File: src/rtl/counter_ir_core.sv
// counter_ir_core: two-channel edge-count / period-capture counter fed by the IR frontend
module counter_ir_core #(
    parameter int CNT_W       = 32,
    parameter int SYNC_STAGES = 2
) (
    input  logic             i_clk,
    input  logic             i_rst_n,
    input  logic             i_ir_extern_din_a,
    input  logic             i_ir_extern_din_b,
    input  logic [1:0]       i_cnt_en,
    input  logic [1:0]       i_cnt_mode,
    input  logic [CNT_W-1:0] i_cmp_value_a,
    input  logic [CNT_W-1:0] i_cmp_value_b,
    input  logic [1:0]       i_ovf_clr,
    output logic             o_extern_dout_a,
    output logic             o_extern_dout_b,
    output logic [CNT_W-1:0] o_cap_value_a,
    output logic [CNT_W-1:0] o_cap_value_b,
    output logic [1:0]       o_cap_valid,
    output logic [1:0]       o_ovf
);
    typedef enum logic [1:0] {IDLE, WAIT_EDGE, RUN} state_t;

    logic [1:0]       din, dout, cap_valid, ovf;
    logic [CNT_W-1:0] cmp [2];
    logic [CNT_W-1:0] cap [2];

    assign din    = {i_ir_extern_din_b, i_ir_extern_din_a};
    assign cmp[0] = i_cmp_value_a;
    assign cmp[1] = i_cmp_value_b;

    for (genvar g = 0; g < 2; g++) begin : g_ch
        logic             sync, prev_q, rise, en, edge_hit;
        logic             mode_q, mode_d, dout_q, dout_d, cap_valid_q, cap_valid_d, ovf_q, ovf_d;
        logic [CNT_W-1:0] cnt_q, cnt_d, cap_q, cap_d, cnt_sat, cmp_eff;
        logic [CNT_W:0]   inc;
        state_t           state_q, state_d;

        if (SYNC_STAGES == 0) begin : g_nosync
            assign sync = din[g];
        end else begin : g_sync
            logic [SYNC_STAGES-1:0] sync_q;
            always_ff @(posedge i_clk or negedge i_rst_n)
                if (!i_rst_n) sync_q <= '0;
                else          sync_q <= (sync_q << 1) | SYNC_STAGES'(din[g]);
            assign sync = sync_q[SYNC_STAGES-1];
        end

        assign en       = i_cnt_en[g];
        assign rise     = sync & ~prev_q;
        assign inc      = {1'b0, cnt_q} + 1'b1;
        assign cnt_sat  = (cnt_q == '1) ? cnt_q : inc[CNT_W-1:0];
        // A zero compare value behaves as one in edge mode: every edge pulses
        assign cmp_eff  = (cmp[g] == '0) ? CNT_W'(1) : cmp[g];
        assign edge_hit = inc >= {1'b0, cmp_eff};

        always_ff @(posedge i_clk or negedge i_rst_n) begin
            if (!i_rst_n) begin
                state_q     <= IDLE;
                prev_q      <= 1'b0;
                mode_q      <= 1'b0;
                cnt_q       <= '0;
                cap_q       <= '0;
                dout_q      <= 1'b0;
                cap_valid_q <= 1'b0;
                ovf_q       <= 1'b0;
            end else begin
                state_q     <= state_d;
                prev_q      <= sync;
                mode_q      <= mode_d;
                cnt_q       <= cnt_d;
                cap_q       <= cap_d;
                dout_q      <= dout_d;
                cap_valid_q <= cap_valid_d;
                ovf_q       <= ovf_d;
            end
        end

        always_comb
            state_d = !en                   ? IDLE
                    : (state_q == IDLE)      ? (i_cnt_mode[g] ? WAIT_EDGE : RUN)
                    : (state_q == WAIT_EDGE) ? (rise ? RUN : WAIT_EDGE)
                    : (state_q == RUN)       ? RUN
                    :                          IDLE;

        always_comb begin
            mode_d      = mode_q;
            cnt_d       = '0;
            cap_d       = cap_q;
            dout_d      = 1'b0;
            cap_valid_d = 1'b0;
            ovf_d       = ovf_q & ~i_ovf_clr[g];
            if (en && state_q == IDLE) begin
                mode_d = i_cnt_mode[g];
            end else if (en && state_q == WAIT_EDGE) begin
                cnt_d = rise ? CNT_W'(1) : '0;
            end else if (en && state_q == RUN && !mode_q) begin
                cnt_d  = !rise ? cnt_q : edge_hit ? '0 : inc[CNT_W-1:0];
                dout_d = rise & edge_hit;
            end else if (en && state_q == RUN) begin
                cnt_d       = rise ? CNT_W'(1) : cnt_sat;
                cap_d       = rise ? cnt_q : cap_q;
                cap_valid_d = rise;
                dout_d      = !rise && cmp[g] != '0 && cnt_sat >= cmp[g];
                // Saturation outranks a simultaneous clear
                ovf_d       = ovf_d | (!rise && cnt_sat == '1);
            end
        end

        assign dout[g]      = dout_q;
        assign cap[g]       = cap_q;
        assign cap_valid[g] = cap_valid_q;
        assign ovf[g]       = ovf_q;
    end

    assign o_extern_dout_a = dout[0];
    assign o_extern_dout_b = dout[1];
    assign o_cap_value_a   = cap[0];
    assign o_cap_value_b   = cap[1];
    assign o_cap_valid     = cap_valid;
    assign o_ovf           = ovf;
endmodule

File: config.mk
export PLATFORM = sky130hd
export DESIGN_NAME = counter_ir_core
export DESIGN_NICKNAME = d
export VERILOG_FILES = /design/src/rtl/counter_ir_core.sv
export SDC_FILE = /design/constraint.sdc
export NUM_CORES = 1
export LEC_CHECK = 0
export CAP_MARGIN = 40
export CORE_ASPECT_RATIO = 0.7
export CORE_MARGIN = 2
export CORE_UTILIZATION = 30
export DETAILED_ROUTE_END_ITERATION = 7
export REMOVE_ABC_BUFFERS = 1
export SYNTH_ARGS = -nofsm -noshare
export SYNTH_HDL_FRONTEND = slang
export SYNTH_SLANG_ARGS = --single-unit
File: constraint.sdc
create_clock -name i_clk -period 8.75 [get_ports i_clk]
set_input_delay 2.1875 -clock i_clk [delete_from_list [all_inputs] [get_ports i_clk]]
set_output_delay 2.1875 -clock i_clk [all_outputs]
set_load 0.03 [all_outputs]
==> results of run 1 <==
[routing by layer]
metal / global-route usage (%) / wire length (um) / vias to the layer above
li1: - / - / 4802
met1: 27.8 / 18100 / 4917
met2: 24.7 / 13900 / 316
met3: 5.62 / 2980 / 36
met4: 3.79 / 466 / 0
met5: 0 / 0 / -
[final cells by class]
type                            count  share of cell area (%)
Inverter                          171                    4.60
Timing Repair Buffer              160                    11.6
Sequential cell                   146                    26.2
Multi-Input combinational cell    906                    48.5
Clock buffer                       19                    3.25
Tap cell                          488                    4.38
Clock inverter                     13                    1.49
[worst reg2reg max path: cells and delay by family (launching register included)]
| family | cells | cell delay, ns |
|---|---|---|
| flops | 1 | 0.58 |
| fa+ha+maj | 2 | 0.60 |
| compound gates | 7 | 2.36 |
| simple gates | 5 | 1.43 |
| xor+xnor | 1 | 0.40 |
[state kept, by name, summed over array words and instances (netlist names)]
signal              flops
o_cap_value_b          32
g_ch.mode_q             2
g_ch.ovf_q              2
o_cap_value_a          32
o_extern_dout_b         1
g_ch.prev_q             2
g_ch.cap_valid_q        2
g_ch.cnt_q             64
g_ch.g_sync.sync_q      4
o_extern_dout_a         1
g_ch.state_q            4
[kinds of logic (layout without fill, tap and decap cells)]
kind of cell / after synthesis / count (layout) / share of synthesized area (%)
and+or+nand+nor: 383 / 383 / 18.5
DFF: 146 / 146 / 32.3
buffers and inverters: 232 / 363 / 8.16
AOI/OAI and AO/OA: 258 / 258 / 14.7
adders and majority gates: 130 / 130 / 14.4
xor gates and xnor gates: 67 / 67 / 5.19
muxes: 68 / 68 / 6.76
[stage by stage]
| step | util (%) | worst slack (ns) | power [uW] | cell area [um^2] | hold WS [ns] |
|---|---|---|---|---|---|
| 2_1_floorplan | - | 4.13 | 779 | 11000 | 0.331 |
| 5_1_grt | 37.6 | 2.82 | 1760 | 13900 | 0.356 |
| 6_report | 37.6 | 3.25 | 1690 | 13900 | 0.347 |
| 4_1_cts | 37.6 | 3.38 | 1710 | 13900 | 0.349 |
| 3_5_place_dp | 35.8 | 2.99 | 874 | 13300 | 0.336 |
| 3_3_place_gp | 35.4 | 3.01 | 867 | 13100 | 0.337 |
[power groups by stage]
stage               logic (uW)  clock network [uW]  registers, uW
floorplan                 74.2                   0            705
global placement           161                   0            706
detailed placement         168                   0            706
CTS                        169                 844            693
global route               190                 873            694
finish                     168                 830            693
[cell usage after synthesis, types with 14 or more instances]
cell / number
inv_1: 171
dfrtp_1: 146
ha_1: 130
nand2_1: 82
a21oi_1: 74
o21ai_0: 71
mux2_2: 67
nand4_1: 55
nor2_1: 47
a21o_1: 44
nand3_1: 42
clkbuf_1: 40
nor4_1: 35
xor2_1: 34
xnor2_1: 33
nor3_1: 27
nand2b_1: 26
and4_1: 14
[worst paths after layout]
check	cells after the start	slack, ns	endpoint	from
min in group asynchronous	1	1.65	o_cap_value_a[1]	i_rst_n
max	15	3.25	g_ch[1].cnt_q[7]	g_ch[1].cnt_q[0]
min	0	0.35	g_ch[1].g_sync.sync_q[1]	g_ch[1].g_sync.sync_q[0]
max reg2reg	15	3.25	g_ch[1].cnt_q[7]	g_ch[1].cnt_q[0]
min reg2reg	0	0.35	g_ch[1].g_sync.sync_q[1]	g_ch[1].g_sync.sync_q[0]
max in group asynchronous	3	5.78	o_cap_value_b[13]	i_rst_n
[placed cells by master, fill, tap and decap left out, drive strengths merged, types with 19 or more instances in the layout]
cell           synthesis  layout
xnor2                 33      33
nand2b                26      26
dfrtp                146     146
nor4                  36      36
mux2                  67      67
xor2                  34      34
nand4                 57      57
a21o                  44      44
nand3                 43      43
inv                  171     171
a21oi                 75      75
clkdlybuf4s50          0     142
nand2                 82      82
ha                   130     130
nor2                  47      47
nor3                  27      27
o21ai                 75      75
clkbuf                41      19
==> flow_metrics.env, run 1 <==
export IMPL_critical_path_top_delay_family="compound AO/OA/AOI/OAI gates"
export IMPL_vias=10100
export IMPL_critPathArrivalTime_ns=5.82
export IMPL_synth_area_per_cell_um2=8.81
export IMPL_clock_sinks=146
export IMPL_maxSlewViolCount=0
export IMPL_p_leak_uw=0.00743
export IMPL_grt_max_degree=66
export IMPL_grt_pass1_vias=9687
export IMPL_antenna_found_initial=1
export IMPL_ioPinCount=144
export IMPL_cts_setup_buffers=0
export IMPL_cp_required_ns=9.07
export IMPL_period_share_pct=62.8
export IMPL_worstSetupPathType="register to register"
export IMPL_p_clk_share_pct=49.1
export IMPL_synth_top_area_share_pct=32.3
export IMPL_cpPeakStageDelay_ns=0.69
export IMPL_area_growth_pct=23.3
export IMPL_outcome="finished clean"
export IMPL_multi_input_comb_area_um2=6760
export IMPL_p_int_uw=1280
export IMPL_pwr_share_seq_pct=41.0
export IMPL_htreeDepth=4
export IMPL_swShare_pct=24.5
export IMPL_slew_headroom_pct=44.4
export IMPL_die_y_um=166
export IMPL_design_core_area_um2=37100
export IMPL_clockBufferDepth=2
export IMPL_wl_per_cell_um=18.7
export IMPL_post_layout_nonfiller_instances=1903
export IMPL_path_cells="ha_1, and4_1, nand3_1, nor4_1, nand2_1, xnor2_1, ha_1, nand2_1, o21ai_0, a211oi_1, a211oi_1, a21oi_4, a31oi_4, o21ai_0, a211o_1"
export IMPL_hold_buffers=0
export IMPL_fillCellCount=3712
export IMPL_num_antenna_cells=0
export IMPL_fin_nets=1606
export IMPL_fmax_mhz=182
export IMPL_setup_tns_ns=0
export IMPL_worstSetupEndpointType="register"
export IMPL_grt_pass1_wl_um=56000
export IMPL_initial_core_util_pct=30.5
export IMPL_cp_max_fo=24
export IMPL_portBuffers=143
export IMPL_p_comb_share_pct=9.9
export IMPL_ys_ff_latch=146
export IMPL_fin_worst_skew_ns=0.0135
export IMPL_syn_inst=1284
export IMPL_dp_cells=1871
export IMPL_synthTopCellsByArea="dfrtp_1 (32%), ha_1 (14%), mux2_2 (6.7%)"
export IMPL_netlist_cell_type_count=68
export IMPL_dp_hpwl_um=28200
export IMPL_first_pass_iters=5
export IMPL_drc=0
export IMPL_avgViaCountPerCell=5.29
export IMPL_die_area_um2=39300
export IMPL_drt_wl_total_um=35500
export IMPL_insertion_delay_ns=0.45
export IMPL_tightest_slew_ns=0.833
export IMPL_clk_pin_slew_ns=0.06
export IMPL_ir_worst_vdd_uv=105
export IMPL_synthesis_area_um2=11300
export IMPL_synthFlopType="dfrtp_1"
export IMPL_finalCriticalPeriod_ns=5.50
export IMPL_cp_num_buf_inv=0
export IMPL_yosys_warnings=0
export IMPL_startpoint_type="register"
export IMPL_seq_area_frac_synth_pct=32.3
export IMPL_synth_top_area_cell="dfrtp_1"
export IMPL_cts_tree="built"
export IMPL_cts_buffers=17
export IMPL_rsz0062_at_grt="no"
export IMPL_grt_ovfl_total=0
export IMPL_hold_class="register to register"
export IMPL_rows=59
export IMPL_crit_slowest_cell="a211oi_1"
export IMPL_final_antenna_net_count=0
export IMPL_cap_violations=0
export IMPL_finalHoldViolations=0
export IMPL_dr_first_iter_drc_count=929
export IMPL_drive_gt1_share_pct=9.33
export IMPL_grtUsageTotal_pct=18.2
export IMPL_root_buffer="clkbuf_16"
export IMPL_setup_viol=0
export IMPL_seq_area_um2=3650
export IMPL_gp_congestion=0.922
export IMPL_async_reset_ff_share_pct=100
export IMPL_power_density_nw_per_um2=121
export IMPL_synth_edf_count=0
export IMPL_p_sw_uw=415
export IMPL_ctsResizeCount=0
export IMPL_die_w_um=236
No activity file was read; power rests on OpenSTA's default activity.
==> run 2: changes to the inputs <==
- clock period: 8.75 -> 4.98 ns (I/O delays scaled with it)
==> flow_metrics.env, run 2 (same netlist as run 1, synthesis figures left out) <==
export IMPL_outcome="finished clean"
export IMPL_dp_cells=1914
export IMPL_fmax_mhz=216
export IMPL_critPathArrivalTime_ns=4.96
export IMPL_power_density_nw_per_um2=202
export IMPL_multi_input_comb_area_um2=6760
export IMPL_cap_violations=0
export IMPL_fillCellCount=3728
export IMPL_postPlaceCellArea_um2=13600
export IMPL_finish_utilization_pct=38.3
export IMPL_finalHoldViolations=0
export IMPL_insertion_delay_ns=0.44
export IMPL_initial_core_util_pct=30.5
export IMPL_setup_tns_ns=0
export IMPL_wl_per_cell_um=18.6
export IMPL_ioPinCount=144
export IMPL_rows=59
export IMPL_fin_worst_skew_ns=0.00834
export IMPL_hold_buffers=0
export IMPL_hold_class="register to register"
export IMPL_startpoint_type="register"
export IMPL_p_comb_share_pct=10.5
export IMPL_seq_area_um2=3650
export IMPL_die_area_um2=39300
export IMPL_p_leak_uw=0.00761
export IMPL_portBuffers=143
export IMPL_grtUsageTotal_pct=18.8
export IMPL_clk_pin_slew_ns=0.06
export IMPL_grt_pass1_vias=9874
export IMPL_design_area_um2=14200
export IMPL_mostFrequentLayoutCells="inv_1 (171), dfrtp_1 (146), clkdlybuf4s50_1 (142)"
export IMPL_vias=10100
export IMPL_cp_required_ns=5.31
export IMPL_gp_congestion=0.925
export IMPL_ir_worst_vdd_uv=256
export IMPL_clockBufferDepth=2
export IMPL_largest_reg_flops=64
export IMPL_grt_pass1_wl_um=57500
export IMPL_root_buffer="clkbuf_16"
export IMPL_fin_nets=1649
export IMPL_p_sw_uw=721
export IMPL_drc=0
export IMPL_maxSlewViolCount=0
export IMPL_swShare_pct=25.0
export IMPL_dr_first_iter_drc_count=885
export IMPL_p_clk_share_pct=47.2
export IMPL_final_antenna_net_count=0
export IMPL_avgViaCountPerCell=5.19
export IMPL_area_growth_pct=25.7
export IMPL_worstSetupPathType="register to register"
export IMPL_setup_viol=0
export IMPL_grt_max_degree=81
export IMPL_first_pass_iters=5
export IMPL_dp_hpwl_um=29100
export IMPL_rsz0062_at_grt="no"
export IMPL_cts_tree="built"
export IMPL_design_core_area_um2=37100
export IMPL_final_common_cell="inv_1"
export IMPL_slew_headroom_pct=37.8
export IMPL_die_y_um=166
export IMPL_drt_wl_total_um=36300
export IMPL_grt_ovfl_total=0
export IMPL_cts_buffers=17
export IMPL_die_w_um=236
export IMPL_worstSetupEndpointType="register"
export IMPL_htreeDepth=4
export IMPL_post_layout_nonfiller_instances=1947
export IMPL_largest_register="g_ch.cnt_q"
export IMPL_finalCriticalPeriod_ns=4.63
export IMPL_clock_sinks=146
export IMPL_antenna_found_initial=3
export IMPL_tightest_slew_ns=0.931
export IMPL_pwr_share_seq_pct=42.3
export IMPL_p_int_uw=2160
export IMPL_drive_gt1_share_pct=12.2
export IMPL_period_share_pct=93.1
export IMPL_p_total_uw=2880
export IMPL_cp_max_fo=15
==> run 2: worst max-delay path: stages (launching register included) <==
cell     delay [ns]
dfrtp_1        0.42
ha_1           0.28
nand4_1        0.22
or4_1          0.68
xor2_1         0.32
inv_1          0.08
ha_1           0.30
nand4_1        0.16
nor4_1         0.38
buf_4          0.18
or4bb_1        0.52
nand3_4        0.12
a21oi_4        0.06
a31o_4         0.32
a21o_1         0.20
a211o_1        0.28
==> run 2: power by group through the flow <==
stage               registers, uW  logic [uW]  clock network, uW
detailed placement           1240         300                  0
floorplan                    1240         130                  0
global placement             1240         293                  0
global route                 1220         338               1450
CTS                          1220         302               1400
finish                       1220         301               1360
==> run 2: path summary, 6_finish.rpt <==
check                                           endpoint  cells past startpoint                startpoint  slack (ns)
worst max-delay path                   g_ch[1].cnt_q[27]                     15          g_ch[1].cnt_q[1]        0.35
worst min-delay path            g_ch[0].g_sync.sync_q[1]                      0  g_ch[0].g_sync.sync_q[0]        0.35
worst max register to register         g_ch[1].cnt_q[27]                     15          g_ch[1].cnt_q[1]        0.35
worst min register to register  g_ch[0].g_sync.sync_q[1]                      0  g_ch[0].g_sync.sync_q[0]        0.35
max in group asynchronous              o_cap_value_b[25]                      2                   i_rst_n        3.10
min in group asynchronous               o_cap_value_a[2]                      1                   i_rst_n        0.87
==> run 2: timing repair <==
action | CTS | global route
setup endpoints to repair | 0 | 5
resized for setup | 0 | 1
buffers inserted | 0 | 0
==> run 2: layer usage <==
metal | up-vias | wire length [um] | track usage [%]
met5 | - | 0 | 0
met4 | 0 | 212 | 3.24
met3 | 19 | 3270 | 6.51
met2 | 319 | 14300 | 25.1
met1 | 4862 | 18500 | 28.7
li1 | 4904 | - | -
==> run 2: through the flow <==
stage	hold slack (ns)	worst slack, ns
5_1_grt	0.350	0.000209
3_3_place_gp	0.336	0.499
3_5_place_dp	0.336	0.404
2_1_floorplan	0.331	0.848
4_1_cts	0.349	0.376
6_report	0.348	0.345
==> run 2: area by class of cell <==
cell class,count,area share [%]
Timing Repair Buffer,203,13.6
Clock inverter,12,1.08
Sequential cell,146,25.7
Inverter,171,4.51
Tap cell,488,4.29
Antenna cell,1,0.0176
Clock buffer,20,3.28
Multi-Input combinational cell,906,47.6
==> run 3: changes to the inputs <==
==> constraint.sdc (replaced) <==
create_clock -name i_clk -period 4.98 [get_ports i_clk]
set_input_delay 1.245 -clock i_clk [delete_from_list [all_inputs] [get_ports i_clk]]
set_output_delay 1.245 -clock i_clk [all_outputs]
set_load 0.1 [all_outputs]
==> flow_metrics.env, run 3 (same netlist as run 1, synthesis figures left out) <==
export IMPL_outcome="finished clean"
export IMPL_grt_max_degree=81
export IMPL_drc=0
export IMPL_drive_gt1_share_pct=16.3
export IMPL_antenna_found_initial=1
export IMPL_portBuffers=143
export IMPL_hold_buffers=0
export IMPL_clockBufferDepth=2
export IMPL_cap_violations=0
export IMPL_critPathArrivalTime_ns=5.00
export IMPL_wl_per_cell_um=18.3
export IMPL_path_cells="ha_1, nand4_1, or4_1, xor2_1, inv_1, ha_1, nand4_1, nor4_1, buf_4, or4bb_1, nand3_4, a21oi_4, a31o_4, a21o_1, a211o_1"
export IMPL_design_core_area_um2=37100
export IMPL_finish_utilization_pct=42.4
export IMPL_setup_tns_ns=0
export IMPL_insertion_delay_ns=0.44
export IMPL_p_total_uw=2950
export IMPL_maxSlewViolCount=0
export IMPL_cp_required_ns=5.30
export IMPL_cpPeakStageDelay_ns=0.67
export IMPL_fillCellCount=3562
export IMPL_root_buffer="clkbuf_16"
export IMPL_fmax_mhz=213
export IMPL_startpoint_type="register"
export IMPL_period_share_pct=94.1
export IMPL_hold_class="register to register"
export IMPL_largest_reg_flops=64
export IMPL_die_w_um=236
export IMPL_first_pass_iters=5
export IMPL_mostFrequentLayoutCells="inv_1 (171), dfrtp_1 (146), clkdlybuf4s50_1 (142)"
export IMPL_dr_first_iter_drc_count=810
export IMPL_tightest_slew_ns=0.911
export IMPL_fin_worst_skew_ns=0.0108
export IMPL_initial_core_util_pct=30.5
export IMPL_largest_register="g_ch.cnt_q"
export IMPL_grt_pass1_vias=10200
export IMPL_crit_slowest_cell="or4_1"
export IMPL_dp_hpwl_um=29600
export IMPL_worstSetupPathType="register to register"
export IMPL_vias=10400
export IMPL_power_density_nw_per_um2=188
export IMPL_final_common_cell="inv_1"
export IMPL_area_growth_pct=39.1
export IMPL_grt_pass1_wl_um=58700
export IMPL_ir_worst_vdd_uv=236
export IMPL_p_leak_uw=0.00828
export IMPL_die_area_um2=39300
export IMPL_avgViaCountPerCell=5.15
export IMPL_ioPinCount=144
export IMPL_final_antenna_net_count=0
export IMPL_clk_pin_slew_ns=0.06
export IMPL_worstSetupEndpointType="register"
export IMPL_htreeDepth=4
export IMPL_clock_sinks=146
export IMPL_gp_congestion=0.925
export IMPL_setup_viol=0
export IMPL_finalHoldViolations=0
export IMPL_cts_buffers=17
export IMPL_fin_nets=1720
export IMPL_grtUsageTotal_pct=19.1
export IMPL_rsz0062_at_grt="no"
export IMPL_grt_ovfl_total=0
export IMPL_drt_wl_total_um=36900
export IMPL_slew_headroom_pct=39.1
export IMPL_cts_tree="built"
export IMPL_rows=59
export IMPL_finalCriticalPeriod_ns=4.69
export IMPL_cp_max_fo=15
export IMPL_die_y_um=166
==> run 3: path summary, 6_finish.rpt <==
| check | from | end | slack [ns] | cells after the start |
|---|---|---|---|---|
| setup / recovery | g_ch[1].cnt_q[1] | g_ch[1].cnt_q[30] | 0.29 | 15 |
| hold / removal | g_ch[0].g_sync.sync_q[0] | g_ch[0].g_sync.sync_q[1] | 0.35 | 0 |
| setup reg to reg | g_ch[1].cnt_q[1] | g_ch[1].cnt_q[30] | 0.29 | 15 |
| hold reg to reg | g_ch[0].g_sync.sync_q[0] | g_ch[0].g_sync.sync_q[1] | 0.35 | 0 |
| max in group asynchronous | i_rst_n | o_cap_value_b[25] | 3.08 | 2 |
| min in group asynchronous | i_rst_n | o_cap_value_a[7] | 0.87 | 1 |
==> run 3: metal layers <==
layer	share of wire, %	up-vias	GRT usage [%]
met5	0	-	0
li1	-	5038	-
met2	40	323	26.4
met3	8.0	15	5.17
met4	0.68	0	2.52
met1	52	5021	29.6
==> run 3: cell type report <==
cell class / instances / area [um^2] / share of cell area (%)
clock buffer: 20 / 467 / 2.97
clock inverter: 12 / 179 / 1.14
tap: 488 / 611 / 3.88
sequential: 146 / 3650 / 23.2
antenna: 1 / 2.50 / 0.0159
multi-input combinational: 906 / 6760 / 43.0
timing repair buffer: 274 / 3410 / 21.7
inverter: 171 / 642 / 4.08
==> run 3: what timing repair did <==
action	in CTS	in global routing
setup endpoints to repair	0	2
gates resized for setup	0	1
buffers inserted	0	0
endpoints found under the hold margin	0	0
==> run 3: through the flow <==
stage | std cells | hold WS (ns) | setup WS (ns) | area [um^2]
2_1_floorplan | 1223 | 0.331 | 0.848 | 11000
3_3_place_gp | 1911 | 0.336 | 0.499 | 13500
3_5_place_dp | 1984 | 0.336 | 0.392 | 15100
4_1_cts | 2016 | 0.349 | 0.373 | 15700
5_1_grt | 2018 | 0.347 | 0.00757 | 15700
6_report | 2018 | 0.347 | 0.293 | 15700
==> run 3: critical path: cells and delay by family, from the launching register on <==
kind | cells | cell delay (ns)
AO/OA/AOI/OAI | 4 | 0.87
XOR/XNOR | 1 | 0.30
adder cells (fa/ha/maj) | 2 | 0.59
buffers and inverters | 2 | 0.27
flip-flops | 1 | 0.42
AND/OR/NAND/NOR | 6 | 2.12
==> run 3: power by group <==
group	internal [uW]	leakage (uW)	switching, uW
Clock	879	0.000309	531
Sequential	1200	0.00202	19.2
Combinational	140	0.00595	183
